<file path="config.mk">
export PLATFORM = sky130hd
export DESIGN_NAME = mole_judge
export DESIGN_NICKNAME = d
export VERILOG_FILES = /design/src/rtl/mole_judge.sv
export SDC_FILE = /design/constraint.sdc
export NUM_CORES = 1
export LEC_CHECK = 0
export CAP_MARGIN = 20
export CORE_ASPECT_RATIO = 0.9
export CORE_MARGIN = 2
export CORE_UTILIZATION = 55
export CTS_CLUSTER_SIZE = 8
export DETAILED_ROUTE_END_ITERATION = 7
export PLACE_DENSITY = 0.76
export REMOVE_ABC_BUFFERS = 1
export SYNTH_ARGS = -nofsm -noshare
export SYNTH_HDL_FRONTEND = slang
export SYNTH_SLANG_ARGS = --single-unit
export TNS_END_PERCENT = 100
</file>
<file path="constraint.sdc">
create_clock -name clk -period 3.1 [get_ports clk]
set_clock_uncertainty 0.05 [all_clocks]
set_input_delay 0.31 -clock clk [delete_from_list [all_inputs] [get_ports clk]]
set_output_delay 0.31 -clock clk [all_outputs]
set_load 0.05 [all_outputs]
</file>
<file path="src/rtl/mole_judge.sv">
// Whack-a-mole round controller: lights a random mole after a dark gap, then
// judges the player's press as hit, wrong press or timeout and keeps score.
module mole_judge #(
    parameter int GAP_CYCLES    = 50_000_000,
    parameter int WINDOW_CYCLES = 100_000_000,
    parameter int ROUNDS        = 10
) (
    input  logic       clk,
    input  logic       reset,
    input  logic       start,
    input  logic [1:0] num,
    input  logic [3:0] btn,
    output logic [3:0] mole,
    output logic       hit_pulse,
    output logic       miss_pulse,
    output logic [7:0] score,
    output logic [3:0] round,
    output logic       game_over
);

    // state | meaning
    // IDLE  | waiting for the first start after reset
    // GAP   | all moles dark, timer counting down to the next round
    // SHOW  | one mole lit, waiting for a press or the window to expire
    // DONE  | game finished, score and round held until start

    typedef enum logic [1:0] {IDLE, GAP, SHOW, DONE} state_t;

    localparam logic [31:0] GAP_LOAD   = 32'(GAP_CYCLES - 1);
    localparam logic [31:0] WIN_LOAD   = 32'(WINDOW_CYCLES - 1);
    localparam logic [3:0]  ROUND_LAST = 4'(ROUNDS);

    state_t      state;
    logic [31:0] timer;
    logic [1:0]  sel;
    logic [3:0]  sync1;
    logic [3:0]  sync2;
    logic [3:0]  btn_prev;
    logic [3:0]  press;
    logic [3:0]  round_next;
    logic        hit;
    logic        wrong;

    always_ff @(posedge clk or posedge reset) begin
        if (reset) begin
            sync1    <= 4'b0;
            sync2    <= 4'b0;
            btn_prev <= 4'b0;
        end else begin
            sync1    <= btn;
            sync2    <= sync1;
            btn_prev <= sync2;
        end
    end

    // A held button yields one press: only the synchronized rising edge counts.
    assign press      = sync2 & ~btn_prev;
    assign hit        = press[sel];
    assign wrong      = |(press & ~(4'b0001 << sel));
    assign round_next = round + 4'd1;

    always_ff @(posedge clk or posedge reset) begin
        if (reset) begin
            state      <= IDLE;
            timer      <= 32'd0;
            sel        <= 2'd0;
            mole       <= 4'b0;
            hit_pulse  <= 1'b0;
            miss_pulse <= 1'b0;
            score      <= 8'd0;
            round      <= 4'd0;
            game_over  <= 1'b0;
        end else begin
            hit_pulse  <= 1'b0;
            miss_pulse <= 1'b0;
            case (state)
                IDLE: begin
                    if (start) begin
                        state <= GAP;
                        timer <= GAP_LOAD;
                    end
                end
                GAP: begin
                    if (timer == 32'd0) begin
                        sel   <= num;
                        mole  <= 4'b0001 << num;
                        timer <= WIN_LOAD;
                        state <= SHOW;
                    end else begin
                        timer <= timer - 32'd1;
                    end
                end
                SHOW: begin
                    if (hit || wrong || timer == 32'd0) begin
                        if (hit) begin
                            hit_pulse <= 1'b1;
                            if (score != 8'hFF) score <= score + 8'd1;
                        end else begin
                            miss_pulse <= 1'b1;
                        end
                        round <= round_next;
                        mole  <= 4'b0;
                        if (round_next == ROUND_LAST) begin
                            state     <= DONE;
                            game_over <= 1'b1;
                        end else begin
                            state <= GAP;
                            timer <= GAP_LOAD;
                        end
                    end else begin
                        timer <= timer - 32'd1;
                    end
                end
                DONE: begin
                    if (start) begin
                        score     <= 8'd0;
                        round     <= 4'd0;
                        game_over <= 1'b0;
                        state     <= GAP;
                        timer     <= GAP_LOAD;
                    end
                end
                default: state <= IDLE;
            endcase
        end
    end

endmodule
</file>
==> impl_metrics.py, run 1 <==
metrics = {
    "worst_setup_path": {
        "cp_slowest_cell": "a31oi_4",
        "crit_arrival_ns": 2.90,
        "slowest_delay_ns": 0.54,
        "crit_type": "register to register",
        "reg2reg_setup_slack_ns": 0.41,
        "crit_required_ns": 3.31,
        "r2r_cells": 8,
        "worstReg2RegEnd": "timer[27]",
        "startpoint_type": "register",
        "rr_startpoint": "timer[0]",
        "endpoint_kind": "register",
        "cp_max_fo": 21,
        "cp_cell_sequence": "inv_1 > ha_1 > nor4b_1 > and4_1 > a31o_4 > a31oi_4 > nand3_1 > o31ai_1",
    },
    "power": {
        "p_per_area_nw_per_um2": 860,
        "p_seq_frac": 0.351,
        "leakage_nw": 1.83,
        "p_sw_frac": 0.445,
        "p_int_mw": 2.11,
        "ir_drop_uv": 512,
        "pwr-share-clk": 0.201,
        "p_comb_frac": 0.448,
        "p_sw_mw": 1.69,
    },
    "drt": {
        "drt-pass1-iter-count": 5,
        "post_drt_wl_per_cell_um": 17.3,
        "wirelength_um": 9330,
        "antenna_left": 0,
        "initialDrtViolationCount": 289,
        "drcViolationCount": 0,
        "via_count": 3406,
        "avgViaCountPerCell": 6.31,
    },
    "grt": {
        "grt_first_pass_wirelength_um": 15800,
        "grt_max_degree": 68,
        "grt_pass1_vias": 3201,
        "antenna_found_initial": 0,
        "grtUsageTotal": 0.256,
        "gr-total-overflow": 0,
    },
    "yosys": {
        "async_reset_ff_frac": 1.00,
        "synth_edf_count": 0,
        "ys_ff_latch": 67,
        "synth_flop_cell": "dfrtp_1",
        "avgSynthCellArea_um2": 9.24,
        "synth_cell_type_count": 63,
        "syn_inst": 415,
        "ys_warn_count": 0,
        "synthesis.area_um2": 3830,
        "seq_area_frac_synth": 0.437,
    },
    "placed_design": {
        "gp_congestion": 0.868,
        "portBuffers": 27,
        "detailedPlacementHpwl_um": 6470,
    },
    "flow_run": {
        "drv_cap": 0,
    },
    "cells_and_area": {
        "fillers": 546,
        "nets": 462,
        "layout_commonest_cell": "dfrtp_1",
        "diodes": 0,
        "area_growth_pct": 15.0,
        "layout-drive-gt1-share": 0.107,
        "multiInputGateArea_um2": 1980,
        "final_core_util": 0.662,
        "final_cell_mix": "dfrtp_1 (67), o21ai_0 (40), nor2_1 (37)",
        "register_area_um2": 1680,
    },
    "floorplan": {
        "die_y_um": 83.2,
        "fp.dieW_um": 92.0,
        "num_rows": 28,
        "dieArea_um2": 7660,
        "core_um2": 6660,
        "initial_utilization": 0.576,
        "boundaryPins": 28,
    },
    "timing": {
        "fin_crit_ns": 2.69,
        "timing.fmax_mhz": 372,
        "worst_pin_slew_ns": 0.860,
        "hold_violations": 0,
        "setup_viol": 0,
        "slew-limit-headroom": 0.422,
        "report.final.slew_viol_count": 0,
        "setup_tns_ns": 0,
        "min_period_over_period": 0.868,
        "rsz0062_at_grt": "no",
    },
    "hold_path": {
        "whs_endpoint": "sync2[3]",
        "hp-start": "sync1[3]",
        "hold_depth": 0,
        "min_path_type": "register to register",
    },
    "clock_network": {
        "clkLatencyLatePin_ns": 0.35,
        "cts_resized": 0,
        "path_clk_slew_ns": 0.08,
        "holdBufCountCts": 0,
        "clock_tree.root_cell": "clkbuf_8",
        "clkSinkCount": 67,
        "cts.path.max_buffers": 2,
        "h-tree-depth": 3,
        "cts_setup_buffers": 0,
        "cts_buffers": 9,
        "cts_tree": "built",
    },
    "status": {
        "status": "complete, no violations",
    },
}
## synth_stat cells, drive strengths merged, types with 6 or more instances
cell type,number,area (um2)
a211oi,8,60.1
a21oi,20,100
a22o,10,87.6
a31oi,8,71.3
and3,7,43.8
buf,14,97.6
clkbuf,8,30.0
dfrtp,67,1680
ha,8,100
inv,14,52.6
nand2,25,93.8
nand2b,10,62.6
nand3,16,85.1
nor2,37,139
nor2b,6,37.5
nor3,15,86.3
nor4,16,134
o21ai,51,255
## cell families (layout without fill, tap and decap cells)
group,count (synthesis),in the layout,share of synthesized area
buf+inv,37,72,0.0480
compound gates,140,140,0.247
simple gates,160,160,0.230
flops,67,67,0.437
fa+ha+maj,8,8,0.0261
mux,3,3,0.0114
## flip-flops by register name, indices dropped and copies added (netlist names)
name	flops
sync2	4
game_over	1
timer	32
sync1	4
mole	4
score	8
btn_prev	4
sel	2
hit_pulse	1
round	4
miss_pulse	1
state	2
## stage by stage
stage               hold WS (ns)  instance area (um2)  instances  power [mW]  setup slack (ns)
finish                     0.300                 4410        540        3.79             0.409
global route               0.310                 4410        540        4.05             0.207
CTS                        0.305                 4410        540        3.78             0.424
detailed placement         0.286                 4200        524        3.01             0.451
global placement           0.283                 4200        524        2.96             0.519
floorplan                  0.281                 3710        393        2.48             0.127
## power by group through the flow
stage / clock, mW / combinational, mW / sequential [mW]
3_3_place_gp: 0 / 1.63 / 1.33
6_report: 0.764 / 1.70 / 1.33
2_1_floorplan: 0 / 1.02 / 1.46
4_1_cts: 0.774 / 1.68 / 1.32
3_5_place_dp: 0 / 1.67 / 1.33
5_1_grt: 0.817 / 1.87 / 1.36
## worst max-delay path: cells and delay by family (launching register included)
kind                     cells  cell delay, ns
AND/OR/NAND/NOR              3            0.68
AO/OA/AOI/OAI                3            1.11
adder cells (fa/ha/maj)      1            0.20
buffers and inverters        1            0.09
flip-flops                   1            0.45
## how the worst max path moves through the flow
stage             start         to  slack (ns)  cells after the start
2_1_floorplan  state[0]   timer[6]        0.13                      6
3_3_place_gp   timer[0]  timer[27]        0.52                      8
3_5_place_dp   timer[0]  timer[27]        0.45                      8
4_1_cts        timer[0]  timer[27]        0.42                      8
5_1_grt        timer[0]  timer[27]        0.21                      8
6_report       timer[0]  timer[27]        0.41                      8
## per-layer routing
metal | global-route usage | part of all wire | vias up
met3 | 0.0508 | 0.050 | 17
met4 | 0.0814 | 0.017 | 0
met5 | 0 | 0 | -
met1 | 0.382 | 0.48 | 1655
li1 | - | - | 1621
met2 | 0.376 | 0.45 | 113
## layout make-up
| class | instances | share of cell area |
|---|---|---|
| Sequential cell | 67 | 0.380 |
| Clock inverter | 6 | 0.0162 |
| Multi-Input combinational cell | 311 | 0.449 |
| Inverter | 15 | 0.0128 |
| Clock buffer | 10 | 0.0312 |
| Tap cell | 90 | 0.0255 |
| Timing Repair Buffer | 41 | 0.0851 |
No activity file was read; power rests on OpenSTA's default activity.
==> run 2: changes to the inputs <==
--- a/config.mk
+++ b/config.mk
@@ -5,13 +5,14 @@
 export SDC_FILE = /design/constraint.sdc
 export NUM_CORES = 1
 export LEC_CHECK = 0
+export ABC_AREA = 1
 export CAP_MARGIN = 20
 export CORE_ASPECT_RATIO = 0.9
 export CORE_MARGIN = 2
-export CORE_UTILIZATION = 55
+export CORE_UTILIZATION = 60
 export CTS_CLUSTER_SIZE = 8
 export DETAILED_ROUTE_END_ITERATION = 7
-export PLACE_DENSITY = 0.76
+export PLACE_DENSITY = 0.81
 export REMOVE_ABC_BUFFERS = 1
 export SYNTH_ARGS = -nofsm -noshare
 export SYNTH_HDL_FRONTEND = slang
==> run 2 against run 1 <==
Compared with the run above:
- non-clock buffer count shrank 12
- clock-buffer cell count decreased by 1
- flip-flop and latch count unchanged
- core utilization is 3.0 points higher
- first-iteration DRC count is 17% higher
- global-route usage increased by 2.1 points
- sequential power increased by 6%
- largest power group unchanged
==> impl_metrics.py, run 2 <==
metrics = {
    "timing": {
        "setup_tns_ns": 0,
        "worst_pin_slew_ns": 0.750,
        "min_period_over_period": 0.750,
        "setup_viol": 0,
        "timing.fmax_mhz": 430,
        "hold_violations": 0,
        "setup_slack_ns": 0.773,
        "slew-limit-headroom": 0.499,
        "report.final.slew_viol_count": 0,
        "fin_crit_ns": 2.33,
        "rsz0062_at_grt": "no",
    },
    "grt": {
        "grt_first_pass_wirelength_um": 17500,
        "grtUsageTotal": 0.277,
        "grt_pass1_vias": 3741,
        "antenna_found_initial": 0,
        "grt_max_degree": 38,
        "gr-total-overflow": 0,
    },
    "clock_network": {
        "clkSinkCount": 67,
        "cts_setup_buffers": 0,
        "clock_tree.root_cell": "clkbuf_8",
        "h-tree-depth": 3,
        "path_clk_slew_ns": 0.08,
        "cts_resized": 0,
        "cts.path.max_buffers": 2,
        "holdBufCountCts": 0,
        "cts_buffers": 9,
        "cts_tree": "built",
        "clkLatencyLatePin_ns": 0.36,
    },
    "yosys": {
        "yosys-top-cells-count": "nand2_1 (210), nor2_1 (92), dfrtp_1 (67), inv_1 (63), nand3_1 (40)",
        "synth_area_leader_cell": "dfrtp_1",
        "seq_area_frac_synth": 0.382,
        "ys_ff_latch": 67,
        "synth_flop_cell": "dfrtp_1",
        "synth_most_common_cell": "nand2_1",
        "ys_warn_count": 0,
        "synth_area_leaders": "dfrtp_1 (38%), nand2_1 (18%), nor2_1 (7.9%)",
        "synthesis.area_um2": 4390,
        "synth_cell_type_count": 33,
        "avgSynthCellArea_um2": 6.98,
        "async_reset_ff_frac": 1.00,
        "syn_inst": 629,
        "synth_top_area_share": 0.382,
        "synth_edf_count": 0,
    },
    "drt": {
        "wirelength_um": 10500,
        "initialDrtViolationCount": 338,
        "avgViaCountPerCell": 5.48,
        "via_count": 4126,
        "drt-pass1-iter-count": 5,
        "antenna_left": 0,
        "post_drt_wl_per_cell_um": 14.0,
        "drcViolationCount": 0,
    },
    "cells_and_area": {
        "largest_register_ffs": 32,
        "layout-drive-gt1-share": 0.106,
        "biggestRegsByFlops": "timer x32, score x8",
        "layout_commonest_cell": "nand2_1",
        "final_area_um2": 4900,
        "area_growth_pct": 11.6,
        "diodes": 0,
        "nets": 672,
        "final_cell_mix": "nand2_1 (210), nor2_1 (92), dfrtp_1 (67)",
        "regMostFlops": "timer",
    },
    "power": {
        "total_power_mw": 4.78,
        "ir_drop_uv": 592,
        "p_sw_mw": 2.47,
        "pwr-share-clk": 0.163,
        "p_per_area_nw_per_um2": 976,
        "p_comb_frac": 0.543,
        "p_int_mw": 2.32,
        "leakage_nw": 2.50,
        "p_sw_frac": 0.516,
        "p_seq_frac": 0.294,
    },
    "worst_setup_path": {
        "crit_required_ns": 3.30,
        "cp-endpoint": "timer[0]",
        "rr_startpoint": "round[0]",
        "reg2reg_setup_slack_ns": 0.77,
        "worstReg2RegEnd": "timer[0]",
        "crit_type": "register to register",
        "worstSetupStartpoint": "round[0]",
        "r2r_cells": 8,
        "startpoint_type": "register",
        "cp_max_fo": 37,
        "endpoint_kind": "register",
        "crit_arrival_ns": 2.52,
    },
    "placed_design": {
        "place_area_um2": 4690,
        "pre_cts_slack_ns": 0.841,
        "detailedPlacementHpwl_um": 7790,
        "portBuffers": 27,
        "gp_congestion": 1.04,
    },
    "floorplan": {
        "die_y_um": 85.2,
        "num_rows": 29,
        "fp.dieW_um": 94.2,
        "dieArea_um2": 8020,
        "initial_utilization": 0.621,
        "core_um2": 7080,
        "boundaryPins": 28,
    },
    "hold_path": {
        "min_path_type": "register to register",
    },
    "flow_run": {
        "drv_cap": 0,
    },
    "status": {
        "status": "complete, no violations",
    },
}
## run 2: logic make-up (layout without fill, tap and decap cells)
family | count (synthesis) | after routing | share of synthesized area
AO/OA/AOI/OAI | 40 | 40 | 0.0550
XOR/XNOR | 22 | 22 | 0.0439
adder cells (fa/ha/maj) | 8 | 8 | 0.0228
buffers and inverters | 85 | 116 | 0.0863
flip-flops | 67 | 67 | 0.382
AND/OR/NAND/NOR | 407 | 407 | 0.410
## run 2: critical path: stages (launching register included)
cell and delay, ns:
dfrtp_1 0.45, ha_1 0.24, xor2_1 0.17, nor3_1 0.45, nand3_4 0.27, nand2_8 0.28, inv_4 0.13, nand3_1 0.10
o21ai_2 0.05
## run 2: how the worst min path moves through the flow
| stage | from | to | slack (ns) | depth (start not counted) |
|---|---|---|---|---|
| floorplan | sync1[0] | sync2[0] | 0.28 | 0 |
| global placement | sync1[1] | sync2[1] | 0.28 | 0 |
| detailed placement | sync1[2] | sync2[2] | 0.29 | 0 |
| CTS | sync1[2] | sync2[2] | 0.31 | 0 |
| global route | sync1[2] | sync2[2] | 0.31 | 0 |
| finish | sync1[2] | sync2[2] | 0.31 | 0 |
## run 2: metal layers
| metal | up-vias | wire length (um) | global-route usage |
|---|---|---|---|
| li1 | 2021 | - | - |
| met2 | 161 | 4810 | 0.444 |
| met4 | 0 | 270 | 0.101 |
| met1 | 1916 | 4640 | 0.369 |
| met5 | - | 0 | 0 |
| met3 | 28 | 791 | 0.0631 |
## run 2: metrics by stage
step	hold WS, ns	std cells	utilization
2_1_floorplan	0.281	615	-
3_3_place_gp	0.283	737	0.663
3_5_place_dp	0.290	737	0.663
4_1_cts	0.309	753	0.693
5_1_grt	0.311	753	0.693
6_report	0.306	753	0.693
## run 2: final cells by class
cell class / instances / area (um2)
multi-input combinational: 477 / 2330
inverter: 71 / 269
fill: 590 / 2170
tap: 93 / 116
sequential: 67 / 1680
timing repair buffer: 29 / 298
clock inverter: 7 / 82.6
clock buffer: 9 / 124
## run 2: power by group through the flow
stage / clock [mW] / sequential (mW) / combinational (mW)
after floorplan: 0 / 1.61 / 1.69
after global placement: 0 / 1.40 / 2.47
after detailed placement: 0 / 1.41 / 2.55
after CTS: 0.790 / 1.40 / 2.57
after global routing: 0.828 / 1.44 / 2.88
final: 0.778 / 1.41 / 2.60
